$ cat src/rtl/mips_pkg.sv
// Shared MIPS pipeline definitions: M-field bit positions, access-size codes,
// memory-unit state encoding and address-alignment helpers.
package mips_pkg;

  localparam int unsigned M_MEMREAD       = 0;
  localparam int unsigned M_MEMWRITE      = 1;
  localparam int unsigned M_SIZE_LSB      = 2;
  localparam int unsigned M_SIZE_MSB      = 3;
  localparam int unsigned IR_UNSIGNED_BIT = 28;

  // 2'b11 is unused by the decoder and behaves as a word access.
  typedef enum logic [1:0] {
    SZ_WORD = 2'b00,
    SZ_HALF = 2'b01,
    SZ_BYTE = 2'b10,
    SZ_RSVD = 2'b11
  } mem_size_e;

  typedef enum logic {
    ST_IDLE = 1'b0,
    ST_BUSY = 1'b1
  } mau_state_e;

  function automatic logic [1:0] align_lo(input mem_size_e size, input logic [1:0] lo);
    case (size)
      SZ_BYTE: return lo;
      SZ_HALF: return {lo[1], 1'b0};
      default: return 2'b00;
    endcase
  endfunction

  function automatic logic misaligned(input mem_size_e size, input logic [1:0] lo);
    return align_lo(size, lo) != lo;
  endfunction

endpackage

$ cat src/rtl/mem_access_unit_if.sv
// Data-memory request/acknowledge bus between the MEM stage and data memory.
interface mem_access_unit_if;
  logic        dm_req;
  logic        dm_we;
  logic [31:0] dm_addr;
  logic [31:0] dm_wdata;
  logic [3:0]  dm_be;
  logic        dm_ack;
  logic [31:0] dm_rdata;

  modport master (
    output dm_req, dm_we, dm_addr, dm_wdata, dm_be,
    input  dm_ack, dm_rdata
  );

  modport slave (
    input  dm_req, dm_we, dm_addr, dm_wdata, dm_be,
    output dm_ack, dm_rdata
  );
endinterface

$ cat src/rtl/mem_lane_align.sv
// Byte-lane steering: store-data replication, byte enables and load
// extraction with sign/zero extension.
module mem_lane_align
  import mips_pkg::*;
(
  input  mem_size_e   size,
  input  logic [1:0]  lane_lo,
  input  logic        zero_ext,
  input  logic [31:0] store_data,
  input  logic [31:0] load_data,
  output logic [3:0]  be,
  output logic [31:0] wdata,
  output logic [31:0] rdata
);

  logic [15:0] half_v;
  logic [7:0]  byte_v;

  always_comb begin
    be     = 4'b1111;
    wdata  = store_data;
    rdata  = load_data;
    half_v = '0;
    byte_v = '0;
    case (size)
      SZ_HALF: begin
        be     = lane_lo[1] ? 4'b1100 : 4'b0011;
        wdata  = {2{store_data[15:0]}};
        half_v = lane_lo[1] ? load_data[31:16] : load_data[15:0];
        rdata  = zero_ext ? {16'h0000, half_v} : {{16{half_v[15]}}, half_v};
      end
      SZ_BYTE: begin
        be     = 4'b0001 << lane_lo;
        wdata  = {4{store_data[7:0]}};
        byte_v = load_data[{lane_lo, 3'b000} +: 8];
        rdata  = zero_ext ? {24'h000000, byte_v} : {{24{byte_v[7]}}, byte_v};
      end
      default: ;
    endcase
  end

endmodule

$ cat src/rtl/mem_access_unit.sv
// MEM stage: issues data-memory accesses with ack timeout and registers MEM/WB.
// Optional MEM_ALIGN_TRAP_EN: misaligned accesses raise BUS_ERR instead of being aligned.
module mem_access_unit
  import mips_pkg::*;
#(
  parameter int unsigned ACK_TIMEOUT = 16
) (
  input  logic        CLK,
  input  logic        RST,
  input  logic [31:0] PC_in,
  input  logic [31:0] IR_in,
  input  logic [31:0] B_in,
  input  logic [31:0] ALUout_in,
  input  logic [31:0] Jal_data_in,
  input  logic [4:0]  WR_in,
  input  logic [3:0]  M_in,
  input  logic [1:0]  WB_in,
  input  logic        HALT_in,
  mem_access_unit_if.master dm,
  output logic [31:0] PC_out,
  output logic [31:0] IR_out,
  output logic [31:0] ALUout_out,
  output logic [31:0] MemData_out,
  output logic [31:0] Jal_data_out,
  output logic [4:0]  WR_out,
  output logic [1:0]  WB_out,
  output logic        HALT_out,
  output logic        STALL,
  output logic        BUS_ERR
);

  mau_state_e  state, state_nx;
  logic [7:0]  busy_cnt;
  mem_size_e   size;
  logic [1:0]  lane_lo;
  logic        mem_op, is_load, trap;
  logic        stall_c, capture, wb_kill, err_set, issue, ack_done;
  logic [3:0]  be_c;
  logic [31:0] wdata_c, ld_data;

  assign mem_op  = M_in[M_MEMREAD] | M_in[M_MEMWRITE];
  assign is_load = M_in[M_MEMREAD] & ~M_in[M_MEMWRITE];
  assign size    = mem_size_e'(M_in[M_SIZE_MSB:M_SIZE_LSB]);
  assign lane_lo = align_lo(size, ALUout_in[1:0]);

`ifdef MEM_ALIGN_TRAP_EN
  assign trap = mem_op & misaligned(size, ALUout_in[1:0]);
`else
  assign trap = 1'b0;
`endif

  mem_lane_align u_lane (
    .size       (size),
    .lane_lo    (lane_lo),
    .zero_ext   (IR_in[IR_UNSIGNED_BIT]),
    .store_data (B_in),
    .load_data  (dm.dm_rdata),
    .be         (be_c),
    .wdata      (wdata_c),
    .rdata      (ld_data)
  );

  always_comb begin
    state_nx = state;
    stall_c  = 1'b0;
    capture  = 1'b0;
    wb_kill  = 1'b0;
    err_set  = 1'b0;
    issue    = 1'b0;
    ack_done = 1'b0;
    unique case (state)
      ST_IDLE: begin
        if (mem_op && !trap) begin
          stall_c  = 1'b1;
          issue    = 1'b1;
          state_nx = ST_BUSY;
        end else begin
          capture = 1'b1;
          wb_kill = trap;
          err_set = trap;
        end
      end
      ST_BUSY: begin
        // An ack in the timeout cycle still counts as a normal completion.
        if (dm.dm_ack) begin
          capture  = 1'b1;
          ack_done = 1'b1;
          state_nx = ST_IDLE;
        end else if (busy_cnt == 8'(ACK_TIMEOUT - 1)) begin
          capture  = 1'b1;
          wb_kill  = 1'b1;
          err_set  = 1'b1;
          state_nx = ST_IDLE;
        end else begin
          stall_c = 1'b1;
        end
      end
    endcase
  end

  assign STALL     = stall_c & ~RST;
  assign dm.dm_req = (state == ST_BUSY);

  always_ff @(posedge CLK or posedge RST) begin
    if (RST) begin
      state        <= ST_IDLE;
      busy_cnt     <= '0;
      dm.dm_we     <= 1'b0;
      dm.dm_addr   <= '0;
      dm.dm_wdata  <= '0;
      dm.dm_be     <= '0;
      PC_out       <= '0;
      IR_out       <= '0;
      ALUout_out   <= '0;
      MemData_out  <= '0;
      Jal_data_out <= '0;
      WR_out       <= '0;
      WB_out       <= '0;
      HALT_out     <= 1'b0;
      BUS_ERR      <= 1'b0;
    end else begin
      state <= state_nx;
      if (issue) begin
        busy_cnt    <= '0;
        dm.dm_we    <= M_in[M_MEMWRITE];
        dm.dm_addr  <= {ALUout_in[31:2], 2'b00};
        dm.dm_wdata <= wdata_c;
        dm.dm_be    <= be_c;
      end else if (state == ST_BUSY) begin
        busy_cnt <= busy_cnt + 8'd1;
      end
      if (capture) begin
        PC_out       <= PC_in;
        IR_out       <= IR_in;
        ALUout_out   <= ALUout_in;
        MemData_out  <= (ack_done && is_load) ? ld_data : '0;
        Jal_data_out <= Jal_data_in;
        WR_out       <= WR_in;
        WB_out       <= wb_kill ? 2'b00 : WB_in;
        HALT_out     <= HALT_in;
      end
      if (err_set) BUS_ERR <= 1'b1;
    end
  end

endmodule

$ cat src/flat_wrapper.sv
// flat-port wrapper written by rule: the top's interface ports become plain ports
module mem_access_unit_flat import mips_pkg::*;
#(
  parameter int unsigned ACK_TIMEOUT = 16
)
  (CLK, RST, PC_in, IR_in, B_in, ALUout_in, Jal_data_in, WR_in, M_in, WB_in, HALT_in, PC_out, IR_out, ALUout_out, MemData_out, Jal_data_out, WR_out, WB_out, HALT_out, STALL, BUS_ERR, dm_dm_req, dm_dm_we, dm_dm_addr, dm_dm_wdata, dm_dm_be, dm_dm_ack, dm_dm_rdata);
  mem_access_unit_if dm_i ();
  input  logic CLK;
  input  logic RST;
  input  logic [31:0] PC_in;
  input  logic [31:0] IR_in;
  input  logic [31:0] B_in;
  input  logic [31:0] ALUout_in;
  input  logic [31:0] Jal_data_in;
  input  logic [4:0] WR_in;
  input  logic [3:0] M_in;
  input  logic [1:0] WB_in;
  input  logic HALT_in;
  output logic [31:0] PC_out;
  output logic [31:0] IR_out;
  output logic [31:0] ALUout_out;
  output logic [31:0] MemData_out;
  output logic [31:0] Jal_data_out;
  output logic [4:0] WR_out;
  output logic [1:0] WB_out;
  output logic HALT_out;
  output logic STALL;
  output logic BUS_ERR;
  output wire logic [$bits(dm_i.dm_req)-1:0] dm_dm_req;
  output wire logic [$bits(dm_i.dm_we)-1:0] dm_dm_we;
  output wire logic [$bits(dm_i.dm_addr)-1:0] dm_dm_addr;
  output wire logic [$bits(dm_i.dm_wdata)-1:0] dm_dm_wdata;
  output wire logic [$bits(dm_i.dm_be)-1:0] dm_dm_be;
  input wire logic [$bits(dm_i.dm_ack)-1:0] dm_dm_ack;
  input wire logic [$bits(dm_i.dm_rdata)-1:0] dm_dm_rdata;
  assign dm_dm_req = dm_i.dm_req;
  assign dm_dm_we = dm_i.dm_we;
  assign dm_dm_addr = dm_i.dm_addr;
  assign dm_dm_wdata = dm_i.dm_wdata;
  assign dm_dm_be = dm_i.dm_be;
  assign dm_i.dm_ack = dm_dm_ack;
  assign dm_i.dm_rdata = dm_dm_rdata;
  mem_access_unit #(.ACK_TIMEOUT(ACK_TIMEOUT)) u_core (.CLK(CLK), .RST(RST), .PC_in(PC_in), .IR_in(IR_in), .B_in(B_in), .ALUout_in(ALUout_in), .Jal_data_in(Jal_data_in), .WR_in(WR_in), .M_in(M_in), .WB_in(WB_in), .HALT_in(HALT_in), .dm(dm_i), .PC_out(PC_out), .IR_out(IR_out), .ALUout_out(ALUout_out), .MemData_out(MemData_out), .Jal_data_out(Jal_data_out), .WR_out(WR_out), .WB_out(WB_out), .HALT_out(HALT_out), .STALL(STALL), .BUS_ERR(BUS_ERR));
endmodule
$ cat config.mk
export PLATFORM = sky130hd
export DESIGN_NAME = mem_access_unit_flat
export DESIGN_NICKNAME = d
export VERILOG_FILES = /design/src/rtl/mips_pkg.sv /design/src/rtl/mem_access_unit_if.sv /design/src/rtl/mem_lane_align.sv /design/src/rtl/mem_access_unit.sv /design/src/flat_wrapper.sv
export SDC_FILE = /design/constraint.sdc
export NUM_CORES = 1
export LEC_CHECK = 0
export ABC_AREA = 1
export CORE_AREA = 3 3 173 175
export CTS_CLUSTER_SIZE = 40
export DETAILED_ROUTE_END_ITERATION = 8
export DIE_AREA = 0 0 176 178
export GPL_TIMING_DRIVEN = 0
export PLACE_DENSITY = 0.72
export SLEW_MARGIN = 20
export SYNTH_ARGS = -nofsm -noshare
export SYNTH_HDL_FRONTEND = slang
export SYNTH_HIERARCHICAL = 1
export SYNTH_SLANG_ARGS = --single-unit
$ cat constraint.sdc
create_clock -name CLK -period 12.1 [get_ports CLK]
set_clock_uncertainty 0.1 [all_clocks]
set_input_delay 2.42 -clock CLK [delete_from_list [all_inputs] [get_ports CLK]]
set_output_delay 2.42 -clock CLK [all_outputs]
set_load 0.01 [all_outputs]
==> metrics.cfg, run 1 <==
[pwr]
p_total_mw = 3.34
p_leak_nw = 8.40
powerDensity_nw_per_um2 = 200
vdd_ir_drop_max_mv = 0.0991

[synth]
synth.most_common_cell = nand2_1
synth_ff_type = dfrtp_1
synth_common_cells = nand2_1, dfrtp_1, nand3_1, buf_2, clkbuf_1
synth-simple-area-share_pct = 35.3
ys_ff_latch = 245
yosys.area.top_type = dfrtp_1
syn_area_um2 = 10800
synth_compound_gate_area_share_pct = 1.85
synth-xor-area-share_pct = 0
synthCells = 1340
netlist.area_leader.share_pct = 57.0
yosysSeqAreaShare_pct = 57.0
synthAdderAreaFrac_pct = 0.582
synth_area_leaders = dfrtp_1, nand2_1, nand3_1
synth_top_family_by_area = simple AND/OR/NAND/NOR gates
synth_edf_count = 0
synth-async-reset-ratio_pct = 100
yosysUniqueCellTypes = 27
synth.avg_cell_area_um2 = 8.03
muxShareOfSynthArea_pct = 0
yosys_warnings = 6

[worst_setup_path]
reg2reg_depth = 7
end_kind = output pin
critPathMaxFanout = 10
cp.arrival_ns = 4.83
r2r-start = u_core/dm.dm_req$_DFF_PP0_
slowest_stage = clkdlybuf4s50_1
cp_num_buf_inv = 5
startpoint_type = input pin
required_ns = 9.58
crit_type = input pin to output pin
regToRegSetupSlack_ns = 9.96
max_stage_delay_ns = 0.56
r2r-end = u_core/PC_out[29]$_DFFE_PP0P_
worstPathCellList = clkdlybuf4s50_1, o21ai_2, buf_4, buf_2, buf_2, a21oi_1, clkdlybuf4s50_1
path_delay_family = buffers and inverters

[timing]
min_period_ns = 7.35
slew_violations = 0
hold_violations = 0
finalSetupViolations = 0
tightestPinTransition_ns = 0.733
slew-limit-headroom_pct = 51.1
worst_hold_slack_ns = 0.367
rsz0062_at_grt = false
finalSetupTns_ns = 0
fmax_ghz = 0.136
finalCritPeriodShare_pct = 60.7

[cts]
clockRootBuffer = clkbuf_16
cts_buffer_depth = 3
cts_tree = built
htree_levels = 1
numCtsBuffers = 27
postCtsSetupBuffers = 0
path_clk_slew_ns = 0.06
numClockSinks = 245
cts_hold_buf = 0
cts_resized = 0
clk_latency_ns = 0.53

[min_path]
whs_path_depth = 2
holdPathEnd = u_core/PC_out[31]$_DFFE_PP0P_
min_path_type = flip-flop to flip-flop
worstHoldStart = u_core/PC_out[31]$_DFFE_PP0P_

[drt]
drt_first_pass_iters = 5
ant_nets = 0
drt_iter0_drc = 613
vias = 10571
drc = 0
drt_wl_total_mm = 40.3
vias_per_cell = 4.76
wire_per_inst_um = 18.1

[floorplan]
coreArea_um2 = 28600
die_h_um = 178
io_pins = 447
start_util_pct = 37.6
row_count = 62
die_width_um = 176
die_area_um2 = 31300

[placement]
gp_congestion = 0.882
portBuffers = 444
dp_hpwl_mm = 30.7

[finish]
layout.nets = 2028
n_antenna_cell = 0
syn_to_final_growth_pct = 55.3
drive_gt1_share_pct = 6.59

[grt]
grt_pass1_vias = 10708
globalRouteOverflowTotal = 0
antenna_found_initial = 1
grt_first_pass_wirelength_mm = 61.0
grt.total_usage_pct = 25.0
grt_max_degree = 102

[job]
max_cap_violations = 0

[status]
status = finished clean

worst max path at each step:
stage                 start                                  end  slack (ns)  cells after the start
CTS                 M_in[1]                                STALL        4.70                      7
finish              M_in[1]                                STALL        4.75                      7
floorplan               RST     u_core/ALUout_out[0]$_DFFE_PP0P_        2.85                      1
global route        M_in[1]                                STALL        4.59                      7
global placement        RST  u_core/Jal_data_out[31]$_DFFE_PP0P_       -0.62                      2
detailed placement  M_in[1]                                STALL        4.71                      7
flip-flops by register name, indices dropped and copies added, names as in the netlist, 4 cells and up:
register / cells
u_core/ALUout_out: 32
u_core/IR_out: 32
u_core/Jal_data_out: 32
u_core/MemData_out: 32
u_core/PC_out: 32
u_core/WR_out: 5
u_core/busy_cnt: 8
u_core/dm.dm_addr: 30
u_core/dm.dm_be: 4
u_core/dm.dm_wdata: 32
layout by cell type, fill, tap and decap left out, drive strengths merged, types with 5 or more instances in the layout:
cell           instances
nand2                766
clkdlybuf4s50        444
dfrtp                245
nand3                153
clkbuf                65
buf                   62
inv                   24
nor2                  22
a21oi                 16
o21ai                 15
clkinv                 5
bufinv                 5
ha                     5
tightest hold or removal path: stages, from the launching register on:
cell and delay, ns:
dfrtp_1 0.34, nand2_1 0.05, nand2_1 0.05
kinds of logic after synthesis:
kind of cell             after synthesis
adder cells (fa/ha/maj)                5
flip-flops                           245
AND/OR/NAND/NOR                      945
AO/OA/AOI/OAI                         34
buffers and inverters                110
other                                  1
area by class of cell:
cell class / instances / area (um^2)
flip-flops and latches: 245 / 6130
well taps: 384 / 480
fillers: 2564 / 11900
clock inverters: 12 / 191
inverters: 23 / 93.8
plain buffers: 87 / 479
clock buffers: 38 / 767
multi-input cells: 986 / 4060
repair buffers: 446 / 4500
power breakdown:
part           switching, mW  internal, mW
Sequential             0.140          1.06
Clock                  0.338         0.548
Combinational          0.629         0.620
Total                   1.11          2.23
per-stage QoR:
stage / cell area (um^2) / worst slack [ns] / instances / utilization, %
after detailed placement: 15700 / 4.71 / 2171 / 55.0
after CTS: 16700 / 4.70 / 2221 / 58.4
after global placement: 15700 / -0.618 / 2169 / 54.8
final: 16700 / 4.75 / 2221 / 58.4
after floorplan: 10800 / 2.85 / 1341 / -
after global routing: 16700 / 4.59 / 2221 / 58.4
metal layers:
layer  part of all wire, %  wire length, um  global-route usage, %
met1                    39            15500                   29.6
met2                    49            19600                   43.3
met3                   9.1             3660                   7.62
met4                   3.7             1480                   8.51
met5                 0.032               13                      0
No activity file was read; power rests on OpenSTA's default activity.
==> run 2, diff against run 1 <==
Settings changed: CORE_AREA 3 3 173 175 to 3 3 171 173, DIE_AREA 0 0 176 178 to 0 0 174 176, PLACE_DENSITY 0.72 to 0.76.
Clock period 12.1 ns to 6.65 ns, I/O delays scaled along.
==> run 2 against run 1 <==
  * Critical path type unchanged
  * Register-to-register slack got worse by 5.4 ns
  * Hold slack improved by 0.0021 ns
  * Critical path depth unchanged
  * Cell area increased by 0.24%
  * Wire length increased by 0.82%
  * Flip-flop and latch count unchanged
  * Power increased by 80%
  * First-iteration DRC count increased by 1.6%
  * Core utilization increased by 1.9 points
  * Largest cell class unchanged
  * Die area decreased by 2.2%
  * Cell count about the same
  * Combinational power increased by 83%
==> metrics.cfg, run 2 (same netlist as run 1, synthesis figures left out) <==
[cts]
numCtsBuffers = 28  ; +3.7%
numClockSinks = 245  ; unchanged
cts_resized = 0  ; unchanged
postCtsSetupBuffers = 0  ; unchanged
clk_latency_ns = 0.53  ; about the same
cts_buffer_depth = 3  ; unchanged
clockRootBuffer = clkbuf_16
cts_hold_buf = 0  ; unchanged
cts_tree = built
htree_levels = 1  ; unchanged
path_clk_slew_ns = 0.06  ; about the same

[finish]
stdcell_area_um2 = 16700  ; +0.24%
mostFrequentLayoutCell = nand2_1
drive_gt1_share_pct = 6.73  ; +0.14 points
layout.nets = 2035  ; +0.35%
final_cell_mix = nand2_1, clkdlybuf4s50_1, dfrtp_1, nand3_1, clkbuf_1
fillers = 2483  ; -3.2%
syn_to_final_growth_pct = 55.7

[pwr]
p_total_mw = 5.99  ; +80%
powerDensity_nw_per_um2 = 358  ; +79%
p_leak_nw = 8.41  ; +0.17%
vdd_ir_drop_max_mv = 0.172  ; +74%

[timing]
slew_violations = 0  ; unchanged
tightestPinTransition_ns = 0.840  ; +0.106 ns
slew-limit-headroom_pct = 43.6  ; -7.5 points
fmax_ghz = 0.192
finalSetupViolations = 0  ; unchanged
min_period_ns = 5.20
finalCritPeriodShare_pct = 78.2
hold_violations = 0  ; unchanged
finalSetupTns_ns = 0  ; unchanged
rsz0062_at_grt = false
worst_hold_slack_ns = 0.369  ; +0.00209 ns

[drt]
vias = 10760  ; +1.8%
drc = 0  ; unchanged
drt_wl_total_mm = 40.6  ; +0.82%
drt_iter0_drc = 623  ; +1.6%
wire_per_inst_um = 18.3  ; +0.73%
ant_nets = 0  ; unchanged
drt_first_pass_iters = 5  ; unchanged
vias_per_cell = 4.84  ; +1.7%

[grt]
antenna_found_initial = 2  ; +1
grt_max_degree = 35  ; -66%
grt.total_usage_pct = 25.7  ; +0.69 points
globalRouteOverflowTotal = 0  ; unchanged
grt_first_pass_wirelength_mm = 62.0  ; +1.7%
grt_pass1_vias = 10739  ; +0.29%

[worst_setup_path]
cp.arrival_ns = 3.77  ; -1.06 ns
critPathMaxFanout = 10  ; unchanged
startpoint_type = input pin
crit_type = input pin to output pin
end_kind = output pin
crit_end = STALL
r2r-start = u_core/dm.dm_req$_DFF_PP0_
reg2reg_depth = 6  ; -1
crit_start = M_in[1]
r2r-end = u_core/MemData_out[15]$_DFFE_PP0P_
regToRegSetupSlack_ns = 4.52  ; -5.44 ns
required_ns = 5.22  ; -4.36 ns

[floorplan]
start_util_pct = 38.7  ; +1.1 points
row_count = 61  ; -1.6%
die_area_um2 = 30600  ; -2.2%
die_width_um = 174  ; -1.1%
io_pins = 447  ; unchanged
coreArea_um2 = 27800  ; -2.9%
die_h_um = 176  ; -1.1%

[placement]
placed_cell_area_um2 = 15800  ; +0.60%
dp_hpwl_mm = 31.1  ; +1.2%
portBuffers = 444  ; unchanged
gp_congestion = 0.912  ; +3.4%

[status]
status = finished clean

[job]
max_cap_violations = 0  ; unchanged

[min_path]
min_path_type = flip-flop to flip-flop

-- run 2: cell types whose count changed in the layout (fill, tap and decap cells not counted) --
cell and change:
inv_6 -1, clkbuf_8 +1, bufinv_16 -4, clkbuf_16 +2
diode_2 +2, buf_16 -2, inv_8 -1, clkinvlp_4 +1
clkinv_2 -1, clkbuf_1 +3, buf_12 +8
-- run 2: critical path: stages --
cell and delay [ns]:
clkdlybuf4s50_1 0.57, o21ai_2 0.32, buf_4 0.28, buf_2 0.30, buf_2 0.31, a21oi_1 0.10
clkdlybuf4s50_1 0.55
-- run 2: metal layers --
layer	vias to the layer above	wire [um]	part of all wire, %	GRT usage, %
met1	5077	15600	38	30.4
met3	80	3890	9.6	8.11
met4	0	1450	3.6	8.55
met2	471	19700	48	44.5
li1	5132	-	-	-
met5	-	0	0	0
-- run 2: per-stage QoR --
stage / worst slack [ns] / utilization [%] / cells
after CTS: 1.43 / 60.3 / 2221
after detailed placement: 1.44 / 57.0 / 2171
after global routing: 1.29 / 60.3 / 2223
after floorplan: 2.00 / - / 1341
after global placement: 0.0410 / 56.4 / 2163
final: 1.45 / 60.3 / 2223
-- run 2: final cells by class --
type / count / area [um^2] / area share, %
Multi-Input combinational cell: 986 / 4060 / 24.3
Inverter: 23 / 90.1 / 0.538
Antenna cell: 2 / 5.00 / 0.0299
Tap cell: 378 / 473 / 2.82
Timing Repair Buffer: 452 / 4600 / 27.5
Buffer: 87 / 479 / 2.86
Clock buffer: 44 / 842 / 5.03
Sequential cell: 245 / 6130 / 36.6
Clock inverter: 6 / 57.6 / 0.344
-- run 2: report_power, final --
part	internal (mW)	switching (mW)	leakage (nW)
logic	1.13	1.16	4.91
clock network	0.901	0.618	0.441
registers	1.93	0.251	3.06
-- run 2: worst min-delay path by stage --
| stage | end | cells after the start | from | slack, ns |
|---|---|---|---|---|
| after floorplan | u_core/busy_cnt[7]$_DFFE_PP0P_ | 1 | u_core/busy_cnt[7]$_DFFE_PP0P_ | 0.36 |
| after global placement | u_core/BUS_ERR$_DFFE_PP0P_ | 2 | u_core/BUS_ERR$_DFFE_PP0P_ | 0.35 |
| after detailed placement | u_core/MemData_out[3]$_DFFE_PP0P_ | 2 | u_core/MemData_out[3]$_DFFE_PP0P_ | 0.36 |
| after CTS | u_core/IR_out[15]$_DFFE_PP0P_ | 2 | u_core/IR_out[15]$_DFFE_PP0P_ | 0.37 |
| after global routing | u_core/dm.dm_addr[27]$_DFFE_PP0P_ | 2 | u_core/dm.dm_addr[27]$_DFFE_PP0P_ | 0.39 |
| final | u_core/Jal_data_out[21]$_DFFE_PP0P_ | 2 | u_core/Jal_data_out[21]$_DFFE_PP0P_ | 0.37 |
==> run 3, diff against run 2 <==
Settings changed: CORE_AREA 3 3 171 173 to 3 3 173 175, DIE_AREA 0 0 174 176 to 0 0 176 178, PLACE_DENSITY 0.76 to 0.72.
Clock period 6.65 ns to 5.4 ns, I/O delays scaled along.
==> run 3 against run 2 <==
  * Die area is 2.3% higher
  * First-iteration DRC count is 7.2% lower
  * Count of clock-buffer cells in the layout is 5 lower
  * Largest cell class unchanged
  * Register-to-register slack worse by 1.3 ns
  * Via count is 1.2% lower
  * Largest power group unchanged
==> metrics.cfg, run 3 (same netlist as run 1, synthesis figures left out) <==
[grt]
grt_max_degree = 34  ; -2.9%
grt_pass1_vias = 10652  ; -0.81%
antenna_found_initial = 0  ; -2
grt.total_usage_pct = 25.0  ; -0.70 points
globalRouteOverflowTotal = 0  ; unchanged
grt_first_pass_wirelength_mm = 61.1  ; -1.3%

[floorplan]
die_area_um2 = 31300  ; +2.3%
start_util_pct = 37.6  ; -1.1 points
io_pins = 447  ; unchanged
coreArea_um2 = 28600  ; +3.0%
die_width_um = 176  ; +1.1%
row_count = 62  ; +1.6%
die_h_um = 178  ; +1.1%

[worst_setup_path]
startpoint_type = input pin
cp.arrival_ns = 3.37  ; -0.40 ns
required_ns = 4.22  ; -1.00 ns
end_kind = output pin
crit_type = input pin to output pin
critPathMaxFanout = 10  ; unchanged

[finish]
drive_gt1_share_pct = 6.74  ; +0.011 points
fin_cells = 2224  ; +0.045%
mostFrequentLayoutCell = nand2_1
syn_to_final_growth_pct = 56.3
n_antenna_cell = 0  ; -2
stdcell_area_um2 = 16800  ; +0.37%
utilization_pct = 58.7  ; -1.6 points
final_cell_mix = nand2_1, clkdlybuf4s50_1, dfrtp_1, nand3_1, buf_2
layout.nets = 2035  ; unchanged

[job]
max_cap_violations = 0  ; unchanged

[cts]
cts_buffer_depth = 3  ; unchanged
cts_resized = 0  ; unchanged
numClockSinks = 245  ; unchanged
clk_latency_ns = 0.53  ; about the same
numCtsBuffers = 27  ; -3.6%
postCtsSetupBuffers = 0  ; unchanged
htree_levels = 1  ; unchanged
cts_tree = built
path_clk_slew_ns = 0.05  ; about the same
clockRootBuffer = clkbuf_16
cts_hold_buf = 0  ; unchanged

[pwr]
powerDensity_nw_per_um2 = 443  ; +24%
vdd_ir_drop_max_mv = 0.216  ; +25%
p_leak_nw = 8.44  ; +0.35%
p_total_mw = 7.44  ; +24%

[drt]
drt_wl_total_mm = 40.3  ; -0.94%
vias = 10636  ; -1.2%
wire_per_inst_um = 18.1  ; -0.98%
drt_iter0_drc = 578  ; -7.2%
drc = 0  ; unchanged
drt_first_pass_iters = 5  ; unchanged
ant_nets = 0  ; unchanged
vias_per_cell = 4.78  ; -1.2%

[placement]
placed_cell_area_um2 = 15900  ; +0.32%
dp.cells = 2178  ; +0.32%
dp_hpwl_mm = 31.1  ; about the same
portBuffers = 444  ; unchanged
gp_congestion = 0.875  ; -4.0%

[timing]
finalCritPeriodShare_pct = 84.2
finalSetupTns_ns = 0  ; unchanged
fmax_ghz = 0.220
min_period_ns = 4.55
slew_violations = 0  ; unchanged
slew-limit-headroom_pct = 50.1  ; +6.5 points
tightestPinTransition_ns = 0.746  ; -0.0932 ns
hold_violations = 0  ; unchanged
rsz0062_at_grt = false
finalSetupViolations = 0  ; unchanged

[min_path]
min_path_type = flip-flop to flip-flop

[status]
status = finished clean

-- run 3: changes by cell type in the layout (fill, tap and decap cells not counted), sizes merged --
cell,before,now
clkbuf,71,66
clkinvlp,2,1
bufinv,1,4
buf,68,69
diode,2,0
clkinv,4,3
-- run 3: path summary, 6_finish.rpt --
check | startpoint | end | slack [ns] | cells after the start
max | M_in[1] | STALL | 0.85 | 7
min | u_core/MemData_out[2]$_DFFE_PP0P_ | u_core/MemData_out[2]$_DFFE_PP0P_ | 0.37 | 2
max reg2reg | u_core/busy_cnt[0]$_DFFE_PP0P_ | u_core/ALUout_out[2]$_DFFE_PP0P_ | 3.26 | 7
min reg2reg | u_core/MemData_out[2]$_DFFE_PP0P_ | u_core/MemData_out[2]$_DFFE_PP0P_ | 0.37 | 2
max in group asynchronous | RST | u_core/Jal_data_out[4]$_DFFE_PP0P_ | 3.09 | 6
min in group asynchronous | RST | u_core/ALUout_out[29]$_DFFE_PP0P_ | 0.97 | 2
-- run 3: report_power, final --
group	switching [mW]	internal (mW)	total, mW
logic	1.43	1.40	2.83
registers	0.311	2.38	2.69
clock network	0.739	1.18	1.92
-- run 3: per-stage QoR --
| step | worst slack, ns | hold slack, ns |
|---|---|---|
| global placement | -0.988 | 0.350 |
| detailed placement | 0.853 | 0.357 |
| global route | 0.782 | 0.377 |
| CTS | 0.846 | 0.372 |
| floorplan | 1.00 | 0.358 |
| finish | 0.851 | 0.368 |
-- run 3: area by class of cell --
type                            count  area, um^2
Clock buffer                       39         781
Timing Repair Buffer              453        4650
Multi-Input combinational cell    986        4060
Buffer                             87         479
Inverter                           23        90.1
Tap cell                          384         480
Clock inverter                      7         135
Fill cell                        2556       11800
Sequential cell                   245        6130
-- run 3: worst max-delay path, stage by stage --
cell	delay, ns
clkdlybuf4s50_1	0.48
o21ai_2	0.31
buf_4	0.28
buf_2	0.32
buf_2	0.29
a21oi_1	0.10
clkdlybuf4s50_1	0.51
-- run 3: per-layer routing --
metal / wire, um / track usage, %
met2: 19600 / 43.4
met5: 0 / 0
met3: 3590 / 7.43
met4: 1280 / 7.75
met1: 15800 / 30.0
==> edit (flow settings as in run 1) <==
The option `MEM_ALIGN_TRAP_EN` is turned on by a define.
--- a/src/rtl/mem_access_unit.sv
+++ b/src/rtl/mem_access_unit.sv
@@ -1,5 +1,7 @@
 // MEM stage: issues data-memory accesses with ack timeout and registers MEM/WB.
 // Optional MEM_ALIGN_TRAP_EN: misaligned accesses raise BUS_ERR instead of being aligned.
+`define MEM_ALIGN_TRAP_EN
+
 module mem_access_unit
   import mips_pkg::*;
 #(
Check against the original RTL: not equivalent (Yosys sat finds a counterexample within 4 cycles, from zero or initial values and one cycle with RST high).
==> edit against run 1 <==
  * Register-to-register slack gained 150 ps
  * Setup slack got worse by 120 ps
  * Combinational power decreased by 34%
  * Sequential share of layout area grew 0.34 points
  * Non-clock buffer count is 15 lower
  * Power decreased by 18%
  * Sequential cell count stayed put
  * Critical path depth increased by 3
  * Routed wire length decreased by 8.8%
  * First-iteration DRC count decreased by 0.16%
  * Count of clock-buffer cells in the layout grew 5
  * Synthesized area down 1.3%
  * Final area is 0.93% lower
  * Largest power group is now registers
==> edit: results (changes against run 1) <==
The tools report the non-filler instance count after layout as 2172 (-2.2%). The number of multi-input combinational cells in the layout is 857 (-13%), and the overall global routing resource usage is 22.5% (-2.5 points). Yosys attributes the largest share of cell area to sky130_fd_sc_hd__dfrtp_1 (58%), sky130_fd_sc_hd__nand2_1 (22%), sky130_fd_sc_hd__o21ai_0 (6.5%), sky130_fd_sc_hd__inv_1 (4.1%), sky130_fd_sc_hd__buf_2 (1.6%). Last weighted congestion value of the routability-driven placer: 0.867 (-1.7%). The total clock buffers created by CTS was 28 (+3.7%).

The top layer reached by signal wires was met4. Met1 track demand over resource in global routing: 27.5% (-2.1 points). The final-layout clock-cell area share is 5.67% (-0.067 points), and the fraction of area in registers is 37.0% (+0.34 points).

The amount of wire on met2 after detailed routing came out at 18500 um (-5.6%). The run gives 1293 (-3.5%) as the instance count of the mapped netlist. The worst-case setup margin in the final layout is 4630 ps (-124 ps), and the total number of vias is 10108 (-4.4%).

The tools report the detailed-routed wire length on met3 as 2680 um (-27%). The run finished with clean final reports. The maximum number of pins on one net before global-route repair was 99 (-2.9%).

The non-clock buffer contribution to total cell area was 29.9% (+0.083 points); the adder and majority cell fraction of the synthesized area was 0.589% (+0.0074 points). The number of antenna violations at the first check in global routing was 0 (-1); the clock buffer count in the final layout was 43 (+13%). The number of fill cells in the layout came out at 2548 (-0.62%). The number of non-clock inverters in the layout is 120 (+420%), and the static leakage is 8.08 nW (-3.7%). The ratio of cells with drive above 1 in the final layout is 6.49% (-0.099 points). The start point of the critical path is M_in[2].

The number of cells on the worst reg-to-reg path is 9 (+2). In the synthesized netlist, the cells that appear most often are sky130_fd_sc_hd__nand2_1 (624), sky130_fd_sc_hd__dfrtp_1 (245), sky130_fd_sc_hd__o21ai_0 (137), sky130_fd_sc_hd__inv_1 (117), sky130_fd_sc_hd__buf_2 (33). Met2 track utilization from global routing: 40.2% (-3.1 points).

The minimum setup slack among reg-to-reg paths is 10110 ps (+150 ps). The tools report the critical register-to-register path endpoint as u_core/ALUout_out[31]$_DFFE_PP0P_. The tools report the count of routing violations after the opening detailed-route iteration as 612 (-0.16%).

The tools report the proportion of synthesized chip area in sequential cells as 57.7% (+0.73 points). The layout buffer count excluding clock buffers was 518 (-2.8%).
==> edit: cell count changes in the layout (fill, tap and decap cells not counted), moves of 8 or more <==
cell,change
sky130_fd_sc_hd__buf_6,+8
sky130_fd_sc_hd__nand2_1,-136
sky130_fd_sc_hd__o21ai_0,+124
sky130_fd_sc_hd__clkbuf_1,-11
sky130_fd_sc_hd__nand3_1,-129
sky130_fd_sc_hd__inv_1,+98
sky130_fd_sc_hd__buf_4,-9
sky130_fd_sc_hd__o21ai_1,+12
==> edit: power groups by stage <==
stage	Combinational, mW	Sequential, mW	Clock, mW
6_report	0.819	1.07	0.857
3_5_place_dp	0.824	1.08	0
3_3_place_gp	0.810	1.08	0
2_1_floorplan	0.249	1.15	0
5_1_grt	0.890	1.09	0.911
4_1_cts	0.829	1.07	0.877
==> edit: worst min path at each step <==
| stage | startpoint | to | slack, ps | cells past startpoint |
|---|---|---|---|---|
| 2_1_floorplan | u_core/busy_cnt[7]$_DFFE_PP0P_ | u_core/busy_cnt[7]$_DFFE_PP0P_ | 360 | 1 |
| 3_3_place_gp | u_core/BUS_ERR$_DFFE_PP0P_ | u_core/BUS_ERR$_DFFE_PP0P_ | 360 | 1 |
| 3_5_place_dp | u_core/WR_out[3]$_DFFE_PP0P_ | u_core/WR_out[3]$_DFFE_PP0P_ | 360 | 2 |
| 4_1_cts | u_core/PC_out[21]$_DFFE_PP0P_ | u_core/PC_out[21]$_DFFE_PP0P_ | 380 | 2 |
| 5_1_grt | u_core/PC_out[21]$_DFFE_PP0P_ | u_core/PC_out[21]$_DFFE_PP0P_ | 390 | 2 |
| 6_report | u_core/PC_out[7]$_DFFE_PP0P_ | u_core/PC_out[7]$_DFFE_PP0P_ | 380 | 2 |
